$ cat src/rtl/universal_shift_register_if.sv
// Bus bundle for universal_shift_register: the control/data inputs and the observed outputs.
interface universal_shift_register_if #(
   parameter int unsigned WIDTH = 16
);
   localparam int unsigned CW = $clog2(WIDTH + 1);

   logic             en_i;
   logic [2:0]       mode_i;
   logic [WIDTH-1:0] load_data_i;
   logic             ser_in_i;
   logic [WIDTH-1:0] out_o;
   logic             ser_out_o;
   logic [CW-1:0]    count_o;
   logic             done_o;

   modport master (
      output en_i, mode_i, load_data_i, ser_in_i,
      input  out_o, ser_out_o, count_o, done_o
   );

   modport slave (
      input  en_i, mode_i, load_data_i, ser_in_i,
      output out_o, ser_out_o, count_o, done_o
   );
endinterface

$ cat src/rtl/universal_shift_register.sv
// Universal shift register: shift/rotate in either direction, parallel load and clear,
// with a saturating count of shift operations since the last load/clear/reset.
module universal_shift_register #(
   parameter int unsigned       WIDTH       = 16,
   parameter logic [WIDTH-1:0]  RESET_VALUE = '0
) (
   input logic                       clk,
   input logic                       reset,
   universal_shift_register_if.slave usr_bus
);
   localparam int unsigned   CW        = $clog2(WIDTH + 1);
   localparam logic [CW-1:0] COUNT_MAX = CW'(WIDTH);

   typedef enum logic [2:0] {
      ModeHold  = 3'b000,
      ModeShl   = 3'b001,
      ModeShr   = 3'b010,
      ModeRol   = 3'b011,
      ModeRor   = 3'b100,
      ModeLoad  = 3'b101,
      ModeClear = 3'b110
   } mode_e;

   logic [WIDTH-1:0] r_data, w_data_nxt;
   logic [CW-1:0]    r_count, w_count_nxt;
   logic             r_dir_left, w_dir_left_nxt;
   logic             w_shift_op;

   // Next-state decode of the selected operation; reserved mode 111 falls into default (hold).
   always_comb begin
      w_data_nxt     = r_data;
      w_count_nxt    = r_count;
      w_dir_left_nxt = r_dir_left;
      w_shift_op     = 1'b0;
      if (usr_bus.en_i) begin
         case (usr_bus.mode_i)
            ModeShl: begin
               w_data_nxt     = {r_data[WIDTH-2:0], usr_bus.ser_in_i};
               w_dir_left_nxt = 1'b1;
               w_shift_op     = 1'b1;
            end
            ModeShr: begin
               w_data_nxt     = {usr_bus.ser_in_i, r_data[WIDTH-1:1]};
               w_dir_left_nxt = 1'b0;
               w_shift_op     = 1'b1;
            end
            ModeRol: begin
               w_data_nxt     = {r_data[WIDTH-2:0], r_data[WIDTH-1]};
               w_dir_left_nxt = 1'b1;
               w_shift_op     = 1'b1;
            end
            ModeRor: begin
               w_data_nxt     = {r_data[0], r_data[WIDTH-1:1]};
               w_dir_left_nxt = 1'b0;
               w_shift_op     = 1'b1;
            end
            ModeLoad: begin
               w_data_nxt  = usr_bus.load_data_i;
               w_count_nxt = '0;
            end
            ModeClear: begin
               w_data_nxt  = RESET_VALUE;
               w_count_nxt = '0;
            end
            default: ;
         endcase
         // Count saturates at WIDTH: it marks "a full word has passed", not a position.
         if (w_shift_op && (r_count != COUNT_MAX)) begin
            w_count_nxt = r_count + 1'b1;
         end
      end
   end

   // State registers with synchronous reset overriding any operation.
   always_ff @(posedge clk) begin
      if (reset) begin
         r_data     <= RESET_VALUE;
         r_count    <= '0;
         r_dir_left <= 1'b1;
      end else begin
         r_data     <= w_data_nxt;
         r_count    <= w_count_nxt;
         r_dir_left <= w_dir_left_nxt;
      end
   end

   assign usr_bus.out_o     = r_data;
   assign usr_bus.count_o   = r_count;
   assign usr_bus.done_o    = (r_count == COUNT_MAX);
   // The bit the next shift in the current direction would push out.
   assign usr_bus.ser_out_o = r_dir_left ? r_data[WIDTH-1] : r_data[0];
endmodule

$ cat src/flat_wrapper.sv
// flat-port wrapper written by rule: the top's interface ports become plain ports
module universal_shift_register_flat 
#(
   parameter int unsigned       WIDTH       = 16,
   parameter logic [WIDTH-1:0]  RESET_VALUE = '0
)
  (clk, reset, usr_bus_en_i, usr_bus_mode_i, usr_bus_load_data_i, usr_bus_ser_in_i, usr_bus_out_o, usr_bus_ser_out_o, usr_bus_count_o, usr_bus_done_o);
  universal_shift_register_if #(.WIDTH(WIDTH)) usr_bus_i ();
  input logic clk;
  input logic reset;
  input wire logic [$bits(usr_bus_i.en_i)-1:0] usr_bus_en_i;
  input wire logic [$bits(usr_bus_i.mode_i)-1:0] usr_bus_mode_i;
  input wire logic [$bits(usr_bus_i.load_data_i)-1:0] usr_bus_load_data_i;
  input wire logic [$bits(usr_bus_i.ser_in_i)-1:0] usr_bus_ser_in_i;
  output wire logic [$bits(usr_bus_i.out_o)-1:0] usr_bus_out_o;
  output wire logic [$bits(usr_bus_i.ser_out_o)-1:0] usr_bus_ser_out_o;
  output wire logic [$bits(usr_bus_i.count_o)-1:0] usr_bus_count_o;
  output wire logic [$bits(usr_bus_i.done_o)-1:0] usr_bus_done_o;
  assign usr_bus_i.en_i = usr_bus_en_i;
  assign usr_bus_i.mode_i = usr_bus_mode_i;
  assign usr_bus_i.load_data_i = usr_bus_load_data_i;
  assign usr_bus_i.ser_in_i = usr_bus_ser_in_i;
  assign usr_bus_out_o = usr_bus_i.out_o;
  assign usr_bus_ser_out_o = usr_bus_i.ser_out_o;
  assign usr_bus_count_o = usr_bus_i.count_o;
  assign usr_bus_done_o = usr_bus_i.done_o;
  universal_shift_register #(.WIDTH(WIDTH), .RESET_VALUE(RESET_VALUE)) u_core (.clk(clk), .reset(reset), .usr_bus(usr_bus_i));
endmodule
$ cat config.mk
export PLATFORM = sky130hd
export DESIGN_NAME = universal_shift_register_flat
export DESIGN_NICKNAME = d
export VERILOG_FILES = /design/src/rtl/universal_shift_register_if.sv /design/src/rtl/universal_shift_register.sv /design/src/flat_wrapper.sv
export SDC_FILE = /design/constraint.sdc
export NUM_CORES = 1
export LEC_CHECK = 0
export BUFFER_PORTS_ARGS = -buffer_cell sky130_fd_sc_hd__buf_4
export CORE_MARGIN = 2
export CORE_UTILIZATION = 48
export CTS_CLUSTER_SIZE = 24
export DETAILED_ROUTE_END_ITERATION = 6
export PLACE_DENSITY = 0.78
export SYNTH_ARGS = -nofsm -noshare
export SYNTH_HDL_FRONTEND = slang
export SYNTH_SLANG_ARGS = --single-unit
$ cat constraint.sdc
create_clock -name clk -period 1.8 [get_ports clk]
set_input_delay 0.18 -clock clk [delete_from_list [all_inputs] [get_ports clk]]
set_output_delay 0.18 -clock clk [all_outputs]
set_load 0.005 [all_outputs]
==> impl_metrics.env <==
export IMPL_outcome="completed"
export IMPL_die_area_um2=3030
export IMPL_synthCells=152
export IMPL_finalSetupTns_ns=0
export IMPL_synth_compound_area_share_pct=29.9
export IMPL_cts_tree="built"
export IMPL_first_pass_iters=4
export IMPL_num_vias=1268
export IMPL_post_route_period_util_pct=87.4
export IMPL_syn_avg_cell_area_um2=8.23
export IMPL_p_total_mw=1.08
export IMPL_synth_edf_count=0
export IMPL_cts_sinks=22
export IMPL_areaGrowthSynthToFinish_pct=27.3
export IMPL_ctsHoldBuffers=0
export IMPL_core_area_um2=2480
export IMPL_fin_nets=216
export IMPL_crit_type="reg -> reg"
export IMPL_grt_max_degree=32
export IMPL_async_flop_share_pct=0
export IMPL_hpwl_um=2130
export IMPL_skew_ns=0.00443
export IMPL_final_common_cell="buf_4"
export IMPL_ios=46
export IMPL_maxCapViolCount=0
export IMPL_antenna_left=0
export IMPL_ys_ff_latch=22
export IMPL_worstPathCellList="inv_1 > ha_1 > nand4bb_1 > o2111ai_1 > or3_1 > a21oi_1"
export IMPL_htree_levels=1
export IMPL_path_buf_inv=1
export IMPL_ys_seq_area_share_pct=35.2
export IMPL_p_per_area_nw_per_um2=677
export IMPL_hold_viol=0
export IMPL_reg2reg_setup_slack_ns=0.23
export IMPL_synth_adder_area_share_pct=2.00
export IMPL_synthMuxAreaShare_pct=1.70
export IMPL_startpoint_type="register"
export IMPL_fmax_mhz=636
export IMPL_grt_pass1_vias=1071
export IMPL_leakagePower_nw=0.659
export IMPL_setup_viol=0
export IMPL_portBuffers=45
export IMPL_grt_pass1_wl_um=4720
export IMPL_wl_um=3070
export IMPL_path_delay_family="simple AND/OR/NAND/NOR gates"
export IMPL_slowest_stage="dfxtp_1"
export IMPL_final_cell_mix="buf_4 (48), dfxtp_1 (22), nor2_1 (19)"
export IMPL_clkSlewWorstSetupHoldPaths_ns=0.12
export IMPL_dpl_worst_slack_ns=0.263
export IMPL_endpoint_kind="register"
export IMPL_synth_top_family_by_area="compound AO/OA/AOI/OAI gates"
export IMPL_antenna_found_initial=0
export IMPL_fin_crit_ns=1.57
export IMPL_cts_setup_buffers=0
export IMPL_synth_xor_area_share_pct=1.40
export IMPL_initial_core_util_pct=50.5
export IMPL_worstMarginPinSlew_ns=0.532
export IMPL_slew_headroom_pct=64.6
export IMPL_gp_congestion=0.833
export IMPL_yosys_area_share_simple_pct=20.6
export IMPL_grt_util_all_layers_pct=21.5
export IMPL_rows=18
export IMPL_yosys_most_used_dff="dfxtp_1"
export IMPL_clk_latency_ns=0.31
export IMPL_n_fill_cell=219
export IMPL_rsz0062_at_grt="no"
export IMPL_drt_iter0_markers=34
export IMPL_synth_cell_type_count=36
export IMPL_cts_buffers=3
export IMPL_cts_resized_gates=0
export IMPL_ys_warn_count=0
export IMPL_syn_nets=177
export IMPL_cts_root_buf="clkbuf_4"
export IMPL_viasPerCell=5.76
export IMPL_final_core_util_pct=64.3
export IMPL_arrival_ns=1.82
export IMPL_fin_area_um2=1590
export IMPL_setup_ws_ns=0.227
export IMPL_drive_gt1_share_pct=30.0
export IMPL_worstPathRequired_ns=2.05
export IMPL_cpPeakStageDelay_ns=0.42
export IMPL_dpl_cell_area_um2=1560
export IMPL_die_h_um=55.1
export IMPL_vdd_ir_drop_max_v=0.000418
export IMPL_hp_class="in -> reg"
export IMPL_netlist_area_um2=1250
export IMPL_drv_slew=0
export IMPL_die_w_um=55.1
export IMPL_clockBufferDepth=2
export IMPL_diodes=0
export IMPL_wl_per_cell_um=14.0
export IMPL_cp_max_fo=6
export IMPL_grt_ovfl_total=0
export IMPL_drc=0
-- flip-flops by register name, indices dropped and copies added (netlist names) --
register / cells
u_core.usr_bus.out_o: 16
u_core.r_dir_left: 1
u_core.usr_bus.count_o: 5
-- report_power, final --
group          switching [mW]  internal, mW
Sequential             0.0351         0.519
Clock                   0.154         0.124
Combinational           0.117         0.129
Total                   0.306         0.772
-- cell usage after synthesis (5+ instances only) --
library cell | instances | area [um2]
inv_1 | 6 | 22.5
a22oi_1 | 15 | 113
dfxtp_1 | 22 | 440
buf_2 | 5 | 25.0
a21oi_1 | 6 | 30.0
nand2_1 | 17 | 63.8
a311oi_1 | 14 | 123
nor2_1 | 19 | 71.3
-- area by class of cell --
class	instances	area (um2)	share of cell area [%]
Multi-Input combinational cell	110	696	43.7
Sequential cell	22	440	27.7
Timing Repair Buffer	48	360	22.6
Tap cell	30	37.5	2.36
Clock buffer	4	36.3	2.28
Inverter	6	22.5	1.41
-- per-layer routing --
layer	global-route usage, %	up-vias	wire (um)
li1	-	639	-
met1	28.1	583	1380
met2	33.7	39	1490
met3	3.76	7	155
met4	11.0	0	51
met5	0	-	0
-- cells by family after synthesis --
group | Yosys count
simple gates | 54
mux | 2
flops | 22
compound gates | 50
xor+xnor | 2
fa+ha+maj | 2
buf+inv | 20
-- per-stage QoR --
step | std cells | hold WS, ns
5_1_grt | 220 | 0.133
2_1_floorplan | 152 | 0.463
4_1_cts | 220 | 0.125
3_3_place_gp | 216 | 0.467
6_report | 220 | 0.141
3_5_place_dp | 216 | 0.477
-- worst paths after layout --
path | from | endpoint | depth (start not counted)
max | u_core.usr_bus.count_o[0] | u_core.usr_bus.count_o[2] | 6
min | usr_bus_mode_i[2] | u_core.r_dir_left | 2
max reg2reg | u_core.usr_bus.count_o[0] | u_core.usr_bus.count_o[2] | 6
min reg2reg | u_core.usr_bus.out_o[9] | u_core.usr_bus.out_o[8] | 2
No activity file was read; power rests on OpenSTA's default activity.
